--- src/rtl/instr_fetch_if.sv ---
// Instruction-memory read bus between the fetch unit (master) and a
// synchronous instruction memory (slave).
interface instr_fetch_if #(
    parameter int AW = 12,
    parameter int IW = 8
);
    logic [AW-1:0] imem_addr;
    logic          imem_rd_en;
    logic [IW-1:0] imem_rdata;

    modport master (output imem_addr, output imem_rd_en, input imem_rdata);
    modport slave  (input imem_addr, input imem_rd_en, output imem_rdata);
endinterface

--- src/rtl/instr_fetch.sv ---
// Instruction fetch unit: reads synchronous imem at the PC and loads the IR.
// Optional one-entry next-line prefetch buffer: define INSTR_FETCH_PREFETCH_EN.
module instr_fetch #(
    parameter int AW      = 12,
    parameter int IW      = 8,
    parameter int MEM_LAT = 1
) (
    input  logic          clk,
    input  logic          rst_n,
    input  logic [AW-1:0] i_pc_addr,
    input  logic          i_fetch_req,
    input  logic          i_flush,
    instr_fetch_if.master imem,
    output logic [IW-1:0] o_ir,
    output logic          o_ir_valid,
    output logic          o_fetch_done,
    output logic          o_pc_inc_en,
    output logic          o_busy
);

    generate
        if (MEM_LAT < 1 || MEM_LAT > 4) begin : g_badLat
            $error("instr_fetch: MEM_LAT must be in 1..4");
        end
    endgenerate

    localparam logic [1:0] LAT_INIT = 2'(MEM_LAT - 1);

    typedef enum logic [1:0] {IDLE, ISSUE, WAIT, DONE} state_t;

    state_t        r_state;
    state_t        w_nextState;
    logic [AW-1:0] r_addrQ;
    logic [AW-1:0] r_imemAddr;
    logic          r_rdEn;
    logic [1:0]    r_count;
    logic [IW-1:0] r_ir;
    logic          r_irValid;

`ifdef INSTR_FETCH_PREFETCH_EN
    logic          r_pfValid;
    logic          r_pfIssue;
    logic          r_pfWait;
    logic [AW-1:0] r_pfAddr;
    logic [IW-1:0] r_pfData;
    logic          w_canStart;
    logic          w_pfHit;

    // A request must wait for an outstanding speculative read before hit-checking.
    assign w_canStart = !r_pfIssue && !r_pfWait;
    assign w_pfHit    = r_pfValid && (i_pc_addr == r_pfAddr);
`endif

    assign imem.imem_addr  = r_imemAddr;
    assign imem.imem_rd_en = r_rdEn;
    assign o_ir            = r_ir;
    assign o_ir_valid      = r_irValid;

    always_ff @(posedge clk or negedge rst_n) begin
        if (!rst_n) r_state <= IDLE;
        else        r_state <= w_nextState;
    end

    always_comb begin
        w_nextState = r_state;
        if (i_flush) begin
            w_nextState = IDLE;
        end else begin
            case (r_state)
                IDLE: begin
`ifdef INSTR_FETCH_PREFETCH_EN
                    if (i_fetch_req && w_canStart) w_nextState = w_pfHit ? DONE : ISSUE;
`else
                    if (i_fetch_req) w_nextState = ISSUE;
`endif
                end
                ISSUE:   w_nextState = WAIT;
                WAIT:    if (r_count == 2'd0) w_nextState = DONE;
                DONE:    w_nextState = IDLE;
                default: w_nextState = IDLE;
            endcase
        end
    end

    // Flush gating keeps a redirecting PC write from being overridden by the increment.
    always_comb begin
        o_busy       = (r_state != IDLE);
        o_fetch_done = (r_state == DONE) && !i_flush;
        o_pc_inc_en  = (r_state == DONE) && !i_flush;
    end

    always_ff @(posedge clk or negedge rst_n) begin
        if (!rst_n) begin
            r_addrQ    <= '0;
            r_imemAddr <= '0;
            r_rdEn     <= 1'b0;
            r_count    <= 2'd0;
            r_ir       <= '0;
            r_irValid  <= 1'b0;
`ifdef INSTR_FETCH_PREFETCH_EN
            r_pfValid  <= 1'b0;
            r_pfIssue  <= 1'b0;
            r_pfWait   <= 1'b0;
            r_pfAddr   <= '0;
            r_pfData   <= '0;
`endif
        end else if (i_flush) begin
            r_rdEn    <= 1'b0;
            r_irValid <= 1'b0;
`ifdef INSTR_FETCH_PREFETCH_EN
            r_pfValid <= 1'b0;
            r_pfIssue <= 1'b0;
            r_pfWait  <= 1'b0;
`endif
        end else begin
            case (r_state)
                IDLE: begin
`ifdef INSTR_FETCH_PREFETCH_EN
                    if (i_fetch_req && w_canStart) begin
                        r_addrQ   <= i_pc_addr;
                        r_pfValid <= 1'b0;
                        if (w_pfHit) begin
                            r_ir      <= r_pfData;
                            r_irValid <= 1'b1;
                        end else begin
                            r_imemAddr <= i_pc_addr;
                            r_rdEn     <= 1'b1;
                            r_irValid  <= 1'b0;
                        end
                    end else if (r_pfIssue) begin
                        r_rdEn    <= 1'b0;
                        r_count   <= LAT_INIT;
                        r_pfIssue <= 1'b0;
                        r_pfWait  <= 1'b1;
                    end else if (r_pfWait) begin
                        if (r_count != 2'd0) begin
                            r_count <= r_count - 2'd1;
                        end else begin
                            r_pfData  <= imem.imem_rdata;
                            r_pfValid <= 1'b1;
                            r_pfWait  <= 1'b0;
                        end
                    end
`else
                    if (i_fetch_req) begin
                        r_addrQ    <= i_pc_addr;
                        r_imemAddr <= i_pc_addr;
                        r_rdEn     <= 1'b1;
                        r_irValid  <= 1'b0;
                    end
`endif
                end
                ISSUE: begin
                    r_rdEn  <= 1'b0;
                    r_count <= LAT_INIT;
                end
                WAIT: begin
                    if (r_count != 2'd0) begin
                        r_count <= r_count - 2'd1;
                    end else begin
                        r_ir      <= imem.imem_rdata;
                        r_irValid <= 1'b1;
                    end
                end
                DONE: begin
`ifdef INSTR_FETCH_PREFETCH_EN
                    // Speculatively read the next sequential word; AW-bit add wraps.
                    r_imemAddr <= r_addrQ + 1'b1;
                    r_pfAddr   <= r_addrQ + 1'b1;
                    r_rdEn     <= 1'b1;
                    r_pfIssue  <= 1'b1;
                    r_pfValid  <= 1'b0;
`endif
                end
                default: ;
            endcase
        end
    end

endmodule

--- src/flat_wrapper.sv ---
// flat-port wrapper written by rule: the top's interface ports become plain ports
module instr_fetch_flat 
#(
    parameter int AW      = 12,
    parameter int IW      = 8,
    parameter int MEM_LAT = 1
)
  (clk, rst_n, i_pc_addr, i_fetch_req, i_flush, o_ir, o_ir_valid, o_fetch_done, o_pc_inc_en, o_busy, imem_imem_addr, imem_imem_rd_en, imem_imem_rdata);
  instr_fetch_if #(.AW(AW), .IW(IW)) imem_i ();
  input  logic clk;
  input  logic rst_n;
  input  logic [AW-1:0] i_pc_addr;
  input  logic i_fetch_req;
  input  logic i_flush;
  output logic [IW-1:0] o_ir;
  output logic o_ir_valid;
  output logic o_fetch_done;
  output logic o_pc_inc_en;
  output logic o_busy;
  output wire logic [$bits(imem_i.imem_addr)-1:0] imem_imem_addr;
  output wire logic [$bits(imem_i.imem_rd_en)-1:0] imem_imem_rd_en;
  input wire logic [$bits(imem_i.imem_rdata)-1:0] imem_imem_rdata;
  assign imem_imem_addr = imem_i.imem_addr;
  assign imem_imem_rd_en = imem_i.imem_rd_en;
  assign imem_i.imem_rdata = imem_imem_rdata;
  instr_fetch #(.AW(AW), .IW(IW), .MEM_LAT(MEM_LAT)) u_core (.clk(clk), .rst_n(rst_n), .i_pc_addr(i_pc_addr), .i_fetch_req(i_fetch_req), .i_flush(i_flush), .imem(imem_i), .o_ir(o_ir), .o_ir_valid(o_ir_valid), .o_fetch_done(o_fetch_done), .o_pc_inc_en(o_pc_inc_en), .o_busy(o_busy));
endmodule
--- config.mk ---
export PLATFORM = sky130hd
export DESIGN_NAME = instr_fetch_flat
export DESIGN_NICKNAME = d
export VERILOG_FILES = /design/src/rtl/instr_fetch_if.sv /design/src/rtl/instr_fetch.sv /design/src/flat_wrapper.sv
export SDC_FILE = /design/constraint.sdc
export NUM_CORES = 1
export LEC_CHECK = 0
export CORE_ASPECT_RATIO = 1.75
export CORE_MARGIN = 3
export CORE_UTILIZATION = 24
export CTS_CLUSTER_DIAMETER = 60
export DETAILED_ROUTE_END_ITERATION = 6
export GPL_ROUTABILITY_DRIVEN = 1
export SLEW_MARGIN = 5
export SYNTH_ARGS = -nofsm -noshare
export SYNTH_HDL_FRONTEND = slang
export SYNTH_SLANG_ARGS = --single-unit
--- constraint.sdc ---
create_clock -name clk -period 1.9 [get_ports clk]
set_clock_uncertainty 0.1 [all_clocks]
set_input_delay 0.19 -clock clk [delete_from_list [all_inputs] [get_ports clk]]
set_output_delay 0.19 -clock clk [all_outputs]
set_load 0.01 [all_outputs]
==> results <==
- The register bit count reported by yosys is 26.
- Across the run, the number of max-cap violations was 0.
- The critical path required time is 1.95 ns.
- The tightest min-delay check is of the in2async type.
- The number of hold buffers added after cts is 0.
- The transition time at the pin with the least slew margin is 0.350 ns.
- The launching point of the worst reg2reg path is u_core.r_state[0].
- In this run the number of H-tree levels came out at 1.
- The ratio of cells with drive above 1 in the final layout is a little under a quarter.
- The analysis attributes to cell leakage a power of 0.856 nW.
- The start-to-end type of the worst setup path is reg2reg.
- The length in cells of the worst reg-to-reg path is 6.
- The die covers between 0.005 and 0.006 mm².
- The total power density per cell area is 1440 mW/mm².
- Setup repair after global routing left no endpoint under its margin.
- The gate count after technology mapping is 82.
- The total nets after synthesis is 112.
- The port buffer count is 48.
- The flow ran to the end, and the final reports show no timing, DRC or antenna violations.
- The count of endpoints failing hold in the final timing report is 0.
- The final route contains 822 vias.
- The capturing element type of the critical path is a register.
- The maximum resistive drop on vdd is approximately 0.00053 V.
- Headroom to the max-slew limit came out at 76.7%.
- The number of antenna diodes is 0.
- The part of the cycle the worst path needs is 95.0%.
- The floorplan die height is 99.4 µm.
- The netlist uses 23 different library cells.
- The width of the chip is 59.4 µm.
- The total negative setup slack is 0 ns.
- The clock sink count is 26.
- For this run, design rule violations remaining after detail routing come to 0.
- The first-pass GRT wire length is 4200 µm.
- TritonCTS built the clock tree.
- The final-stage net count is 166.
- Summing internal, switching and leakage power gives 0.00257 W.
- Clock tree synthesis inserted a total of 3 buffers.
- At the worst endpoint, the arrival time is 1.85 ns.
- The max-slew violation count is 0.
- The overall routing resource usage is 9.14%.
- The register-to-register path setup slack is 0.09 ns.
- The startpoint class of the critical path is a register.
- The maximum operating frequency is between 0.5 and 0.6 GHz.
- Detailed placement ended at an HPWL of 2050 µm.
- The number of nets still failing antenna checks after routing is 0.
- The pin count of the biggest net entering global routing is 27.
- The initialized floorplan defines 33 standard-cell rows.
- The detailed router finished its first iteration with 8 violations.
- Setup violations remaining at the end of the flow were counted as 0.
- 49 I/O pins were placed.
- Clock-pin slew was measured on the worst setup and hold paths at around 0.09 ns.
- The final RePlAce weighted congestion is 0.730.
- The maximum root-to-sink buffer count is 2.
- The wire length per cell after detailed routing is 13.9 µm.
- The final critical path time including I/O delays and setup is 1.81 ns.
- The core region is approximately 0.0047 mm².
- The clock reaches the later pin of the worst-skew pair after ~0.26 ns.
- The sequential fraction of the synthesis area is between 50 and 60%.
- The final worst hold slack is 0.195 ns.
- The number of antenna violations at the first check in global routing is 0.
- The initial utilization of the core area, before any placement, comes to between 20% and 30%.
- The number of global-route vias before repair is 889.
- For this run the aggregate overflow at the end of global routing stands at 0.
- Before antenna repair, the detailed router went through 2 iterations.
- The mean post-synth cell area is between 10 and 15 µm².
- The final design area excluding fillers is ~0.0018 mm².
- After detailed placement, the total cell area comes to around 0.0017 mm².
- Yosys printed 0 warnings.
- The largest fanout on the critical path is 12.
- The tree is rooted in a clkbuf_8.
- The summed instance area of the synthesized netlist is 0.00120 mm².
- The routed wire length is 2590 µm.
- The area added between synthesis and finish is 49.7%.
- In the routed layout, each cell is associated on average with a via count of 4.42.
- In this run the critical register-to-register path is captured at u_core.imem.imem_addr[10].
[repair_timing]
action                                  CTS  global route
cloned                                    0             0
buffers inserted                          1             1
endpoints found under the setup margin    3             3
gates resized for setup                   1             3
[kinds of logic after synthesis]
| group | share of synthesized area (%) |
|---|---|
| flip-flops | 54.4 |
| multiplexers | 24.6 |
| buffers and inverters | 4.71 |
| AND/OR/NAND/NOR | 6.07 |
| AO/OA/AOI/OAI | 3.98 |
| adder cells (fa/ha/maj) | 6.28 |
[stage by stage]
step           cells  utilization (%)  setup slack [ns]
2_1_floorplan     82                -             0.215
3_3_place_gp     181             36.4             0.154
3_5_place_dp     181             36.4             0.139
4_1_cts          185             37.4           0.00455
5_1_grt          186             37.7            0.0250
6_report         186             37.7            0.0949
[cell usage after synthesis]
library cell  number  area share, %
nand2b_4           1            1.2
a211o_1            1           0.73
nand2b_1           2            1.0
o31ai_1            1           0.63
o22ai_1            1           0.52
buf_4              1           0.63
nand3b_2           1           0.94
a31oi_1            1           0.52
nand2_1            1           0.31
nor2_1             2           0.63
mux2_2            11             10
a311oi_1           1           0.73
or2_4              1           0.73
ha_1               6            6.3
dfrtp_1           26             54
o21ai_0            1           0.42
mux2_4            10             13
buf_6              2            1.9
or3b_1             1           0.73
nor2b_1            1           0.52
inv_1              7            2.2
mux2i_1            2            1.7
a21oi_1            1           0.42
[final cells by class]
class	count	area, µm²
inverter	7	26.3
timing repair buffer	52	518
tap	52	65.1
multi-input combinational	46	489
sequential	26	651
fill	476	2960
clock buffer	3	41.3
[sequential cells by signal (all words and copies together), names as in the netlist]
name and cells:
u_core.o_ir 8, u_core.imem.imem_rd_en 1, u_core.o_ir_valid 1, u_core.r_state 2, u_core.r_count 2, u_core.imem.imem_addr 12
[critical path: stages (launching register included)]
cell and delay, ns:
dfrtp_1 0.41, buf_4 0.14, inv_2 0.09, ha_1 0.21, nand2_1 0.08, or2_4 0.33
mux2_4 0.32
[worst max path at each step]
stage / from / endpoint / slack, ns / depth (start not counted)
CTS: u_core.r_state[0] / o_busy / 0.005 / 4
finish: u_core.r_state[0] / u_core.imem.imem_addr[10] / 0.09 / 6
global route: u_core.r_state[0] / u_core.imem.imem_addr[5] / 0.02 / 6
detailed placement: u_core.r_state[0] / u_core.imem.imem_addr[5] / 0.14 / 5
global placement: i_flush / o_fetch_done / 0.15 / 3
floorplan: u_core.r_state[0] / u_core.imem.imem_addr[0] / 0.22 / 6
[power by group]
| part | switching (W) | internal, W | leakage (nW) |
|---|---|---|---|
| combinational | 0.000487 | 0.000839 | 0.515 |
| sequential | 0.000139 | 0.000808 | 0.319 |
| clock | 0.000158 | 0.000142 | 0.0216 |
[cell usage in the layout, fill, tap and decap left out, drive strengths merged]
master         netlist  final
mux2i                2      2
dfrtp               26     26
or2                  1      1
a311oi               1      1
or3b                 1      1
o21ai                1      1
o31ai                1      1
nand2b               3      3
clkbuf               0      3
dlymetal6s2s         0      3
clkdlybuf4s50        0     45
o22ai                1      1
nand3b               1      1
nor2                 2      2
nor2b                1      1
inv                  7      7
ha                   6      6
mux2                21     21
a21oi                1      1
nand2                1      1
a31oi                1      1
buf                  3      4
a211o                1      1
[routing by layer]
metal / wire length (µm) / GRT usage (%) / vias to the layer above
met1: 997 / 10.5 / 414
met2: 1410 / 16.2 / 24
met4: 42 / 4.19 / 0
met5: 0 / 0 / -
met3: 140 / 1.04 / 2
li1: - / - / 382
Power figures use the tool's default switching activity.
==> edit: new RTL, same settings <==
Build with the macro `INSTR_FETCH_PREFETCH_EN` defined.
--- a/src/rtl/instr_fetch.sv
+++ b/src/rtl/instr_fetch.sv
@@ -1,5 +1,7 @@
 // Instruction fetch unit: reads synchronous imem at the PC and loads the IR.
 // Optional one-entry next-line prefetch buffer: define INSTR_FETCH_PREFETCH_EN.
+`define INSTR_FETCH_PREFETCH_EN
+
 module instr_fetch #(
     parameter int AW      = 12,
     parameter int IW      = 8,
Behaviour: not the same (a bounded check fails within 10 cycles, from zero or initial values and one cycle with rst_n low).
==> edit against the unedited design <==
The run now ends with setup timing left; combinational power increased by 120%; critical path depth unchanged; die area increased by 140%; critical path type unchanged; setup slack got worse by 0.42 ns; largest cell class is now multi-input gates; highest routed layer unchanged; routed wire length increased to 3.3 times the old value; area after synthesis increased to 2.6 times the old value; cell area increased to 2.6 times the old value; power increased to 2.6 times the old value; fmax decreased by 19%; sequential cell count increased by 35.
==> edit: results (changes against the unedited design) <==
Run status
The run finished, with violations left. The checks that failed: setup timing.

Layout
The share of layout cells above drive strength 1 is 0.356 (+0.117). The layout filler cell count is 1230 (+160%). The non-filler instance count after layout was 556 (+200%).

Detailed routing
The total routed wirelength was 8500 um (+230%). The routed via count came to 2478 (+200%). The number of DRC markers in iteration 0 is 54 (+46). The number of optimization iterations in the first detailed-route pass is 4 (+2).

Worst setup path
The startpoint of the most critical setup path is u_core.r_pfAddr[4].

Global routing
The met1 global-route usage is 0.125 (+0.0201). The met2 usage is 0.229 (+0.0674). The met3 track demand over resource in global routing is 0.0343 (+0.0239).

The global-route wire length before repair is 13600 um (+220%). The global-route total usage across every layer is 0.124 (+0.0325). The number of global-route vias before repair came to 2635 (+200%).

Power
The leakage power is 2.09 nW (+140%). The largest voltage drop on the vdd net is 0.000496 V (-7.0%).

Synthesis
Counting instances in the post-synthesis netlist gives the leading cell types as dfrtp_1 (61), mux2_2 (50), nand2_1 (22), nor2_1 (21), a21oi_1 (19). The adder and majority cell fraction of the synthesized area was 0.0243 (-0.0384). The share of cell area taken by muxes after synthesis came to 0.186 (-0.0601).

The post-synth net total is 310 (+180%). After synthesis, the cell types taking the most area are dfrtp_1 (49%), mux2_2 (18%), xor2_1 (4.8%), a21oi_1 (3.1%), nand2_1 (2.7%). The number of distinct library cells after synthesis was 36 (+57%).

Clocking
The tree is rooted in a clkbuf_16. The number of clock buffers inserted by TritonCTS came to 9 (+6). The number of H-tree levels is 3 (+2).

Placed design
The final estimated routing congestion in global placement is 0.796 (+9.1%). The cell total after placement was 532 (+190%). The detailed-placement wirelength estimate is 6160 um (+200%).

Timing
The total of endpoints with negative setup slack in the final report came to 20 (+20). The post-layout worst setup margin is -0.321 ns (-0.416 ns).
==> edit: per-stage QoR <==
step | cell area (um^2) | setup TNS, ns | setup WS, ns | total power [mW] | hold slack, ns
6_report | 4690 | -4.55 | -0.321 | 6.71 | 0.316
5_1_grt | 4690 | -6.34 | -0.429 | 7.12 | 0.378
4_1_cts | 4570 | -3.80 | -0.327 | 6.55 | 0.346
3_5_place_dp | 4140 | -11.57 | -0.660 | 4.80 | 0.119
3_3_place_gp | 4140 | -11.09 | -0.615 | 4.73 | 0.110
2_1_floorplan | 3130 | -4.36 | -0.342 | 3.55 | -0.206
==> edit: cell type report <==
cell class                 instances  area share
multi-input combinational        199       0.352
sequential                        61       0.326
timing repair buffer             105       0.211
clock buffer                      14      0.0584
tap                              168      0.0448
inverter                           8     0.00640
clock inverter                     1     0.00107
==> edit: what timing repair did <==
action,CTS,global route
cloned,1,1
resized for setup,24,19
endpoints found under the setup margin,41,31
buffers inserted,4,2
pin swaps,5,2
hold buffers,1,0
hold endpoints to repair,23,0
